**src/rtl/ahb_master_if_if.sv**
```systemverilog
// Command/response and AHB-Lite bus bundle for ahb_master_if.
// hresp is present only when AHB_MASTER_HRESP_EN is defined.
interface ahb_master_if_if #(
  parameter int ADDR_W = 32,
  parameter int DATA_W = 32
);
  logic              cmd_valid;
  logic              cmd_ready;
  logic              cmd_write;
  logic [ADDR_W-1:0] cmd_addr;
  logic [2:0]        cmd_size;
  logic [DATA_W-1:0] cmd_wdata;
  logic              rsp_valid;
  logic [DATA_W-1:0] rsp_rdata;
  logic              rsp_err;
  logic [1:0]        htrans;
  logic [ADDR_W-1:0] haddr;
  logic              hwrite;
  logic [2:0]        hsize;
  logic [DATA_W-1:0] hwdata;
  logic [DATA_W-1:0] hrdata;
  logic              hready;
`ifdef AHB_MASTER_HRESP_EN
  logic              hresp;
`endif

  modport master (
    input  cmd_valid, cmd_write, cmd_addr, cmd_size, cmd_wdata,
    output cmd_ready, rsp_valid, rsp_rdata, rsp_err,
    output htrans, haddr, hwrite, hsize, hwdata,
    input  hrdata,
`ifdef AHB_MASTER_HRESP_EN
    input  hresp,
`endif
    input  hready
  );

  modport slave (
    output cmd_valid, cmd_write, cmd_addr, cmd_size, cmd_wdata,
    input  cmd_ready, rsp_valid, rsp_rdata, rsp_err,
    input  htrans, haddr, hwrite, hsize, hwdata,
    output hrdata,
`ifdef AHB_MASTER_HRESP_EN
    output hresp,
`endif
    output hready
  );
endinterface

```
**src/rtl/ahb_master_if.sv**
```systemverilog
// Single-transfer, non-pipelined AHB-Lite initiator with a valid/ready command port.
// Define AHB_MASTER_HRESP_EN to honour slave ERROR responses on hresp.
module ahb_master_if #(
  parameter int ADDR_W = 32,
  parameter int DATA_W = 32
) (
  input logic             clk,
  input logic             reset,
  ahb_master_if_if.master bus
);

  typedef enum logic [1:0] {S_IDLE, S_ADDR, S_DATA, S_RESP} state_t;

  state_t            state_q, state_d;
  logic              cmd_ready_q, cmd_ready_d;
  logic              rsp_valid_q, rsp_valid_d;
  logic [DATA_W-1:0] rsp_rdata_q, rsp_rdata_d;
  logic              rsp_err_q, rsp_err_d;
  logic [1:0]        htrans_q, htrans_d;
  logic [ADDR_W-1:0] haddr_q, haddr_d;
  logic              hwrite_q, hwrite_d;
  logic [2:0]        hsize_q, hsize_d;
  logic [DATA_W-1:0] hwdata_q, hwdata_d;
  logic [DATA_W-1:0] wdata_q, wdata_d;
  logic              cmd_legal;
  logic              data_err;
  logic [DATA_W-1:0] rdata_masked;

  always_comb begin
    case (bus.cmd_size)
      3'b000:  cmd_legal = 1'b1;
      3'b001:  cmd_legal = ~bus.cmd_addr[0];
      3'b010:  cmd_legal = (bus.cmd_addr[1:0] == 2'b00);
      default: cmd_legal = 1'b0;
    endcase
  end

  always_comb begin
    case (hsize_q)
      3'b000:  rdata_masked = {{(DATA_W-8){1'b0}}, bus.hrdata[7:0]};
      3'b001:  rdata_masked = {{(DATA_W-16){1'b0}}, bus.hrdata[15:0]};
      default: rdata_masked = bus.hrdata;
    endcase
  end

`ifdef AHB_MASTER_HRESP_EN
  assign data_err = bus.hresp;
`else
  assign data_err = 1'b0;
`endif

  always_comb begin
    state_d     = state_q;
    cmd_ready_d = cmd_ready_q;
    rsp_valid_d = 1'b0;
    rsp_rdata_d = rsp_rdata_q;
    rsp_err_d   = rsp_err_q;
    htrans_d    = htrans_q;
    haddr_d     = haddr_q;
    hwrite_d    = hwrite_q;
    hsize_d     = hsize_q;
    hwdata_d    = hwdata_q;
    wdata_d     = wdata_q;
    case (state_q)
      S_IDLE: begin
        if (bus.cmd_valid) begin
          cmd_ready_d = 1'b0;
          if (cmd_legal) begin
            state_d  = S_ADDR;
            htrans_d = 2'b10;
            haddr_d  = bus.cmd_addr;
            hwrite_d = bus.cmd_write;
            hsize_d  = bus.cmd_size;
            wdata_d  = bus.cmd_wdata;
          end else begin
            // Illegal commands answer straight away without touching the bus
            state_d     = S_RESP;
            rsp_valid_d = 1'b1;
            rsp_err_d   = 1'b1;
            rsp_rdata_d = '0;
          end
        end
      end
      S_ADDR: begin
        if (bus.hready) begin
          state_d  = S_DATA;
          htrans_d = 2'b00;
          hwdata_d = hwrite_q ? wdata_q : '0;
        end
      end
      S_DATA: begin
        if (bus.hready) begin
          state_d     = S_RESP;
          rsp_valid_d = 1'b1;
          rsp_err_d   = data_err;
          rsp_rdata_d = (data_err || hwrite_q) ? '0 : rdata_masked;
          hwdata_d    = '0;
        end
      end
      default: begin
        state_d     = S_IDLE;
        cmd_ready_d = 1'b1;
      end
    endcase
  end

  always_ff @(posedge clk or posedge reset) begin
    if (reset) begin
      state_q     <= S_IDLE;
      cmd_ready_q <= 1'b1;
      rsp_valid_q <= 1'b0;
      rsp_rdata_q <= '0;
      rsp_err_q   <= 1'b0;
      htrans_q    <= 2'b00;
      haddr_q     <= '0;
      hwrite_q    <= 1'b0;
      hsize_q     <= 3'b000;
      hwdata_q    <= '0;
      wdata_q     <= '0;
    end else begin
      state_q     <= state_d;
      cmd_ready_q <= cmd_ready_d;
      rsp_valid_q <= rsp_valid_d;
      rsp_rdata_q <= rsp_rdata_d;
      rsp_err_q   <= rsp_err_d;
      htrans_q    <= htrans_d;
      haddr_q     <= haddr_d;
      hwrite_q    <= hwrite_d;
      hsize_q     <= hsize_d;
      hwdata_q    <= hwdata_d;
      wdata_q     <= wdata_d;
    end
  end

  assign bus.cmd_ready = cmd_ready_q;
  assign bus.rsp_valid = rsp_valid_q;
  assign bus.rsp_rdata = rsp_rdata_q;
  assign bus.rsp_err   = rsp_err_q;
  assign bus.htrans    = htrans_q;
  assign bus.haddr     = haddr_q;
  assign bus.hwrite    = hwrite_q;
  assign bus.hsize     = hsize_q;
  assign bus.hwdata    = hwdata_q;

endmodule

```
**src/flat_wrapper.sv**
```systemverilog
// flat-port wrapper written by rule: the top's interface ports become plain ports
module ahb_master_if_flat 
#(
  parameter int ADDR_W = 32,
  parameter int DATA_W = 32
)
  (clk, reset, bus_cmd_valid, bus_cmd_write, bus_cmd_addr, bus_cmd_size, bus_cmd_wdata, bus_cmd_ready, bus_rsp_valid, bus_rsp_rdata, bus_rsp_err, bus_htrans, bus_haddr, bus_hwrite, bus_hsize, bus_hwdata, bus_hrdata, bus_hready);
  ahb_master_if_if #(.ADDR_W(ADDR_W), .DATA_W(DATA_W)) bus_i ();
  input logic clk;
  input logic reset;
  input wire logic [$bits(bus_i.cmd_valid)-1:0] bus_cmd_valid;
  input wire logic [$bits(bus_i.cmd_write)-1:0] bus_cmd_write;
  input wire logic [$bits(bus_i.cmd_addr)-1:0] bus_cmd_addr;
  input wire logic [$bits(bus_i.cmd_size)-1:0] bus_cmd_size;
  input wire logic [$bits(bus_i.cmd_wdata)-1:0] bus_cmd_wdata;
  output wire logic [$bits(bus_i.cmd_ready)-1:0] bus_cmd_ready;
  output wire logic [$bits(bus_i.rsp_valid)-1:0] bus_rsp_valid;
  output wire logic [$bits(bus_i.rsp_rdata)-1:0] bus_rsp_rdata;
  output wire logic [$bits(bus_i.rsp_err)-1:0] bus_rsp_err;
  output wire logic [$bits(bus_i.htrans)-1:0] bus_htrans;
  output wire logic [$bits(bus_i.haddr)-1:0] bus_haddr;
  output wire logic [$bits(bus_i.hwrite)-1:0] bus_hwrite;
  output wire logic [$bits(bus_i.hsize)-1:0] bus_hsize;
  output wire logic [$bits(bus_i.hwdata)-1:0] bus_hwdata;
  input wire logic [$bits(bus_i.hrdata)-1:0] bus_hrdata;
  input wire logic [$bits(bus_i.hready)-1:0] bus_hready;
  assign bus_i.cmd_valid = bus_cmd_valid;
  assign bus_i.cmd_write = bus_cmd_write;
  assign bus_i.cmd_addr = bus_cmd_addr;
  assign bus_i.cmd_size = bus_cmd_size;
  assign bus_i.cmd_wdata = bus_cmd_wdata;
  assign bus_cmd_ready = bus_i.cmd_ready;
  assign bus_rsp_valid = bus_i.rsp_valid;
  assign bus_rsp_rdata = bus_i.rsp_rdata;
  assign bus_rsp_err = bus_i.rsp_err;
  assign bus_htrans = bus_i.htrans;
  assign bus_haddr = bus_i.haddr;
  assign bus_hwrite = bus_i.hwrite;
  assign bus_hsize = bus_i.hsize;
  assign bus_hwdata = bus_i.hwdata;
  assign bus_i.hrdata = bus_hrdata;
  assign bus_i.hready = bus_hready;
  ahb_master_if #(.ADDR_W(ADDR_W), .DATA_W(DATA_W)) u_core (.clk(clk), .reset(reset), .bus(bus_i));
endmodule
```
**config.mk**
```make
export PLATFORM = sky130hd
export DESIGN_NAME = ahb_master_if_flat
export DESIGN_NICKNAME = d
export VERILOG_FILES = /design/src/rtl/ahb_master_if_if.sv /design/src/rtl/ahb_master_if.sv /design/src/flat_wrapper.sv
export SDC_FILE = /design/constraint.sdc
export NUM_CORES = 1
export LEC_CHECK = 0
export ABC_AREA = 1
export CAP_MARGIN = 20
export CORE_MARGIN = 10
export CORE_UTILIZATION = 49
export DETAILED_ROUTE_END_ITERATION = 6
export HOLD_SLACK_MARGIN = 0.1
export PLACE_DENSITY = 0.9
export SLEW_MARGIN = 0
export SYNTH_ARGS = -nofsm -noshare
export SYNTH_HDL_FRONTEND = slang
export SYNTH_SLANG_ARGS = --single-unit
```
**constraint.sdc**
```tcl
create_clock -name clk -period 15.2 [get_ports clk]
set_clock_uncertainty 0.2 [all_clocks]
set_input_delay 3.04 -clock clk [delete_from_list [all_inputs] [get_ports clk]]
set_output_delay 3.04 -clock clk [all_outputs]
set_load 0.005 [all_outputs]
```
-- Word level (Yosys, flattened, before mapping)
Cells that the tools add are included.
- bits in writable memories: 0
- memories kept: 0
- bits in read-only memories: 0
- bits in latches: 0
- logic and storage cells: 67
- output and inout port bits: 105
- bits in registers: 139
- muxes and demuxes: 30
- reductions and logical operators: 14
- equal/unequal tests: 10
- magnitude comparators: 0
- $add $sub $neg: 0
- bitwise operators: 2
- divide/modulo/power cells: 0
- shifts and indexed selects: 0
- multipliers: 0
- operators by type and width (kind ; count):
    $mux 32 ; 7
    $pmux 32 s2 ; 3
    $mux 2 ; 7
    $reduce_and 3->1 ; 3
    $ne 2x2->1 const B ; 4
    $reduce_and 4->1 ; 2
    $mux 1 ; 7
    $eq 3x1->1 const B ; 2
    $logic_not 3->1 ; 2
    $pmux 1 s2 ; 3
    $pmux 2 s3 ; 1
    $reduce_bool 2->1 ; 3
    $logic_not 2->1 ; 2
    $pmux 2 s2 ; 1
    $eq 3x2->1 const B ; 1
    $pmux 1 s3 ; 1
    $eq 2x1->1 const B ; 1
    $eq 2x2->1 const B ; 1
    $ne 2x1->1 const B ; 1
    $not 1->1 ; 2
    $reduce_and 2->1 ; 1
    $reduce_or 2->1 ; 1

-- Longest topological paths before layout
- word-level depth: 5
- mapped depth: 10
- mapped depth without buffers: 8

-- Worst setup path before layout
Ideal clock, no wire load.
- path kind: input port to flip-flop
- start point: input port bus_cmd_size[0]
- end point: register u_core.hsize_q[1], in the netlist u_core.bus.hsize[1]
- cell stages on the path: 10
- arrival: 3837 ps
- library setup time: 117 ps
- setup slack: 11047 ps
- required time: 14883 ps
- cells stage by stage: nor2_1 nand2_1 nand2_1 nand2_1 inv_2 nand2_1 buf_4 buf_6 nand2_1 nand2_1
- word-level cells in the longest chain between the ends: 3
- elaborated cells between the ends (all ways): 5
- those cells by class: eq/ne (2); mux (1); reduce/logical (2)
- RTL lines (item ; RTL line ; text):
    from (decl) ; flat_wrapper.sv:14 ; input wire logic [$bits(bus_i.cmd_size)-1:0] bus_cmd_size;
    $eq 3x2->1 (tied with other cells) ; ahb_master_if.sv:30 ; case (bus.cmd_size)
    $pmux 1 s3 * ; ahb_master_if.sv:30 ;
    $reduce_and 3->1 (no source line) * ; - ;
    to (signal assigned) ; ahb_master_if.sv:129 ; hsize_q <= hsize_d;
    to (decl) ; ahb_master_if.sv:22 ; logic [2:0] hsize_q, hsize_d;
Every way passes the cells marked *; elsewhere a longest branch is shown, timed or not.
A chain may end at the register's enable or synchronous reset.

-- Worst setup path after layout
- start point: input port bus_cmd_valid
- end point: register u_core.rsp_rdata_q[11], in the netlist u_core.bus.rsp_rdata[11]
- word-level cells in the longest chain between the ends: 2
- RTL lines (item ; RTL line ; text):
    from (decl) ; flat_wrapper.sv:11 ; input wire logic [$bits(bus_i.cmd_valid)-1:0] bus_cmd_valid;
    $ne 2x2->1 (no source line) ; - ;
    $reduce_and 4->1 (no source line) ; - ;
    to (signal assigned) ; ahb_master_if.sv:124 ; rsp_rdata_q <= rsp_rdata_d;
    to (decl) ; ahb_master_if.sv:17 ; logic [DATA_W-1:0] rsp_rdata_q, rsp_rdata_d;
No other way between the ends.

==> summary.txt <==
Setup path
  – Max stage delay on crit path: roughly 0.58 ns
  – WP data arrival: about 5.3 ns
  – CP Class: in -> reg
  – Buf/Inv on CP: 2
  – Critical Path Most Common Cell: nand2_1
  – Reg2reg end: u_core.bus.rsp_rdata[11]$_DFFE_PP0P_
  – Worst path slowest cell: nor2_4
  – Worst R2R Setup Slack: 12.36 ns
  – R2R depth: 8
  – Crit path max-delay family: simple AND/OR/NAND/NOR gates
  – Number of cells on the critical path: 8
  – CP required: around 15 ns
  – CP max FO: 34
  – Crit-path cells: clkdlybuf4s50_1, inv_1, nand2_1, o21ai_1, nor2_4, nand2_2, nand2_1, nand2_1
  – Crit end category: flop
  – Startpoint types: input port
  – Reg2Reg Launch Point: u_core.state_q[0]$_DFFE_PP0P_

Synth
  – Post-synth EDFFs: 0
  – Sequential share of the synthesized area: 0.582
  – Synth warn: 0
  – Area share of the largest cell type after synthesis: 0.578
  – Syn Inst Count: between 600 and 700
  – Post-synth cell types: 25
  – Async S/R FF share, synth: 1.00
  – Synth Register Bits: between 100 and 150
  – Dominant cell type by area after synthesis: dfrtp_1
  – Post-Syn Area: between 0.005 and 0.006 mm^2
  – Syn_nets: around 800
  – Ys flop type: dfrtp_1
  – Most common cell in the synthesized netlist: nand2_1
  – Area contributors post-synth: dfrtp_1, nand2_1, nand3_1, inv_1, o21ai_0
  – Mean Syn Cell Area: between 8 and 9 um^2
  – Synth cell count leaders: nand2_1, dfrtp_1, nand3_1

Clock tree
  – Worst-path clk slew: around 0.05 ns
  – Post-CTS Resized: 0
  – Num Clock Sinks: about 140
  – Hold buffers post-CTS: 0
  – Postcts setup bufs: 0
  – Max clock buf depth: 2
  – CTS tree: done
  – CTS root buffer: clkbuf_16
  – Clock latency on the worst-skew pair: around 0.42 ns
  – Num CTS Buffers: 17
  – H-tree depth: 4

Floorplan
  – Chip height: 130 um
  – Core area: roughly 0.012 mm^2
  – Row count: 40
  – Die area: roughly 0.017 mm^2
  – Initial core utilization: 0.496
  – Io pins: around 210
  – DIE WIDTH: 130 um

Status
  – Status: complete, no violations

Timing
  – Achievable Freq: 194 MHz
  – Fin crit share: 0.339
  – Max Slew Vio Count: 0
  – Setup TNS: 0 ns
  – Final setup viols: 0
  – Tmin final: 5.16 ns
  – Worst slew pin tran: between 0.7 and 0.8 ns
  – RSZ-0062 raised after global routing: false
  – Max-slew headroom: 0.511
  – Final Hold Vio Count: 0
  – Post-route setup slack: ~10 ns
  – Hold slack: around 0.27 ns

Layout
  – Area growth syn-to-layout: 45.1%
  – Share of layout cells above drive strength 1: 0.0533
  – Nets: ~1000

Power
  – Cell Int Power: 0.00106 W
  – Leak: about 4.2 nW
  – Net switching power: ~0.00056 W
  – Clock power share: 0.230
  – Logic gate share of total power: 0.389
  – Switching share of total power: 0.344
  – PwrDens: ~190 mW/mm^2
  – Worst VDD drop: between 0.09 and 0.1 mV
  – Flop pwr share: 0.381

Hold path
  – Hold path endpoint: u_core.bus.rsp_rdata[3]$_DFFE_PP0P_
  – Worst hold path class: reg -> reg
  – Hold Crit Depth: 2
  – HP Start: u_core.bus.rsp_rdata[3]$_DFFE_PP0P_

Detailed routing
  – Total routed wirelength: 17.5 mm
  – WL/cell: approximately 17 um
  – DR vias: approximately 5400
  – Initial DRC count: 438
  – DRC viols: 0
  – Via/cell ratio: approximately 5
  – Post-DRT Antenna Nets: 0
  – Drt first pass iters: 4

GRT
  – Vias in the first global route: ~5400
  – Initial antenna violation count: 1
  – Global route overflow: 0
  – Total Routing Usage GR: 0.211
  – Largest net degree at the start of global routing: 86
  – Wire length of the first global-routing pass: 27.8 mm

Place
  – Placement Setup Slack: 9.62 ns
  – Hpwl dp: ~12 mm
  – Routability Congestion: 0.849
  – IO Port Bufs: between 200 and 250

Flow run
  – MaxCap Viol Count: 0
==> flip-flops by register name, summed over array words and instances (netlist names) <==
name / flops
u_core.bus.rsp_valid: 1
u_core.bus.hsize: 3
u_core.bus.hwrite: 1
u_core.bus.haddr: 32
u_core.bus.htrans: 1
u_core.bus.rsp_err: 1
u_core.bus.cmd_ready: 1
u_core.wdata_q: 32
u_core.bus.rsp_rdata: 32
u_core.state_q: 2
u_core.bus.hwdata: 32
==> worst max path at each step <==
stage | to | from
after CTS | u_core.bus.rsp_rdata[11]$_DFFE_PP0P_ | bus_cmd_valid
after floorplan | u_core.bus.haddr[0]$_DFFE_PP0P_ | reset
after global routing | u_core.bus.rsp_rdata[11]$_DFFE_PP0P_ | bus_cmd_valid
after global placement | u_core.wdata_q[14]$_DFFE_PP0P_ | bus_cmd_valid
final | u_core.bus.rsp_rdata[11]$_DFFE_PP0P_ | bus_cmd_valid
after detailed placement | u_core.bus.rsp_rdata[11]$_DFFE_PP0P_ | bus_cmd_valid
==> cell usage in the layout, fill, tap and decap left out, drive strengths merged, types with 8 or more instances in the layout <==
| master | count |
|---|---|
| nand2 | 231 |
| clkdlybuf4s50 | 207 |
| dfrtp | 137 |
| nand3 | 126 |
| inv | 72 |
| o21ai | 37 |
| nor2 | 33 |
| clkbuf | 26 |
| nand3b | 8 |
| buf | 8 |
==> logic make-up after synthesis <==
logic type / after synthesis / synth area share
compound gates: 40 / 0.0369
buf+inv: 114 / 0.0833
simple gates: 399 / 0.289
other cells: 1 / 0.000632
flops: 138 / 0.582
fa+ha+maj: 4 / 0.00843
==> per-layer routing <==
layer,up-vias,global-route usage,wire [um]
met3,20,0.116,2520
met2,258,0.328,7960
met5,-,0,0
li1,2572,-,-
met1,2545,0.243,6750
met4,0,0.0661,232
==> metrics by stage <==
| step | power (W) | instances | utilization | instance area (um^2) |
|---|---|---|---|---|
| final | 0.00162 | 1049 | 0.720 | 8610 |
| after global routing | 0.00173 | 1048 | 0.720 | 8610 |
| after global placement | 0.00123 | 1014 | 0.671 | 8020 |
| after detailed placement | 0.00125 | 1015 | 0.672 | 8040 |
| after CTS | 0.00164 | 1047 | 0.717 | 8580 |
| after floorplan | 0.000903 | 696 | - | 5940 |
==> area by class of cell <==
type,instances,area [um^2]
flip-flops and latches,138,3450
fillers,851,3350
repair buffers,215,2160
multi-input cells,444,1990
clock buffers,26,499
inverters,72,275
well taps,147,184
clock inverters,6,38.8
diodes,1,2.50
==> worst reg2reg max path: cells and delay by family (launching register included) <==
kind	cells	cell delay (ns)
and+or+nand+nor	5	1.58
DFF	1	0.40
buffers and inverters	2	0.27
adders and majority gates	1	0.27
==> power groups by stage <==
stage          Clock (W)  Sequential [W]  Combinational (W)
2_1_floorplan          0        0.000618           0.000285
3_3_place_gp           0        0.000616           0.000615
3_5_place_dp           0        0.000620           0.000635
4_1_cts         0.000379        0.000618           0.000639
5_1_grt         0.000397        0.000637           0.000701
6_report        0.000374        0.000618           0.000631
Note: power is estimated with default switching activity, not from simulation.
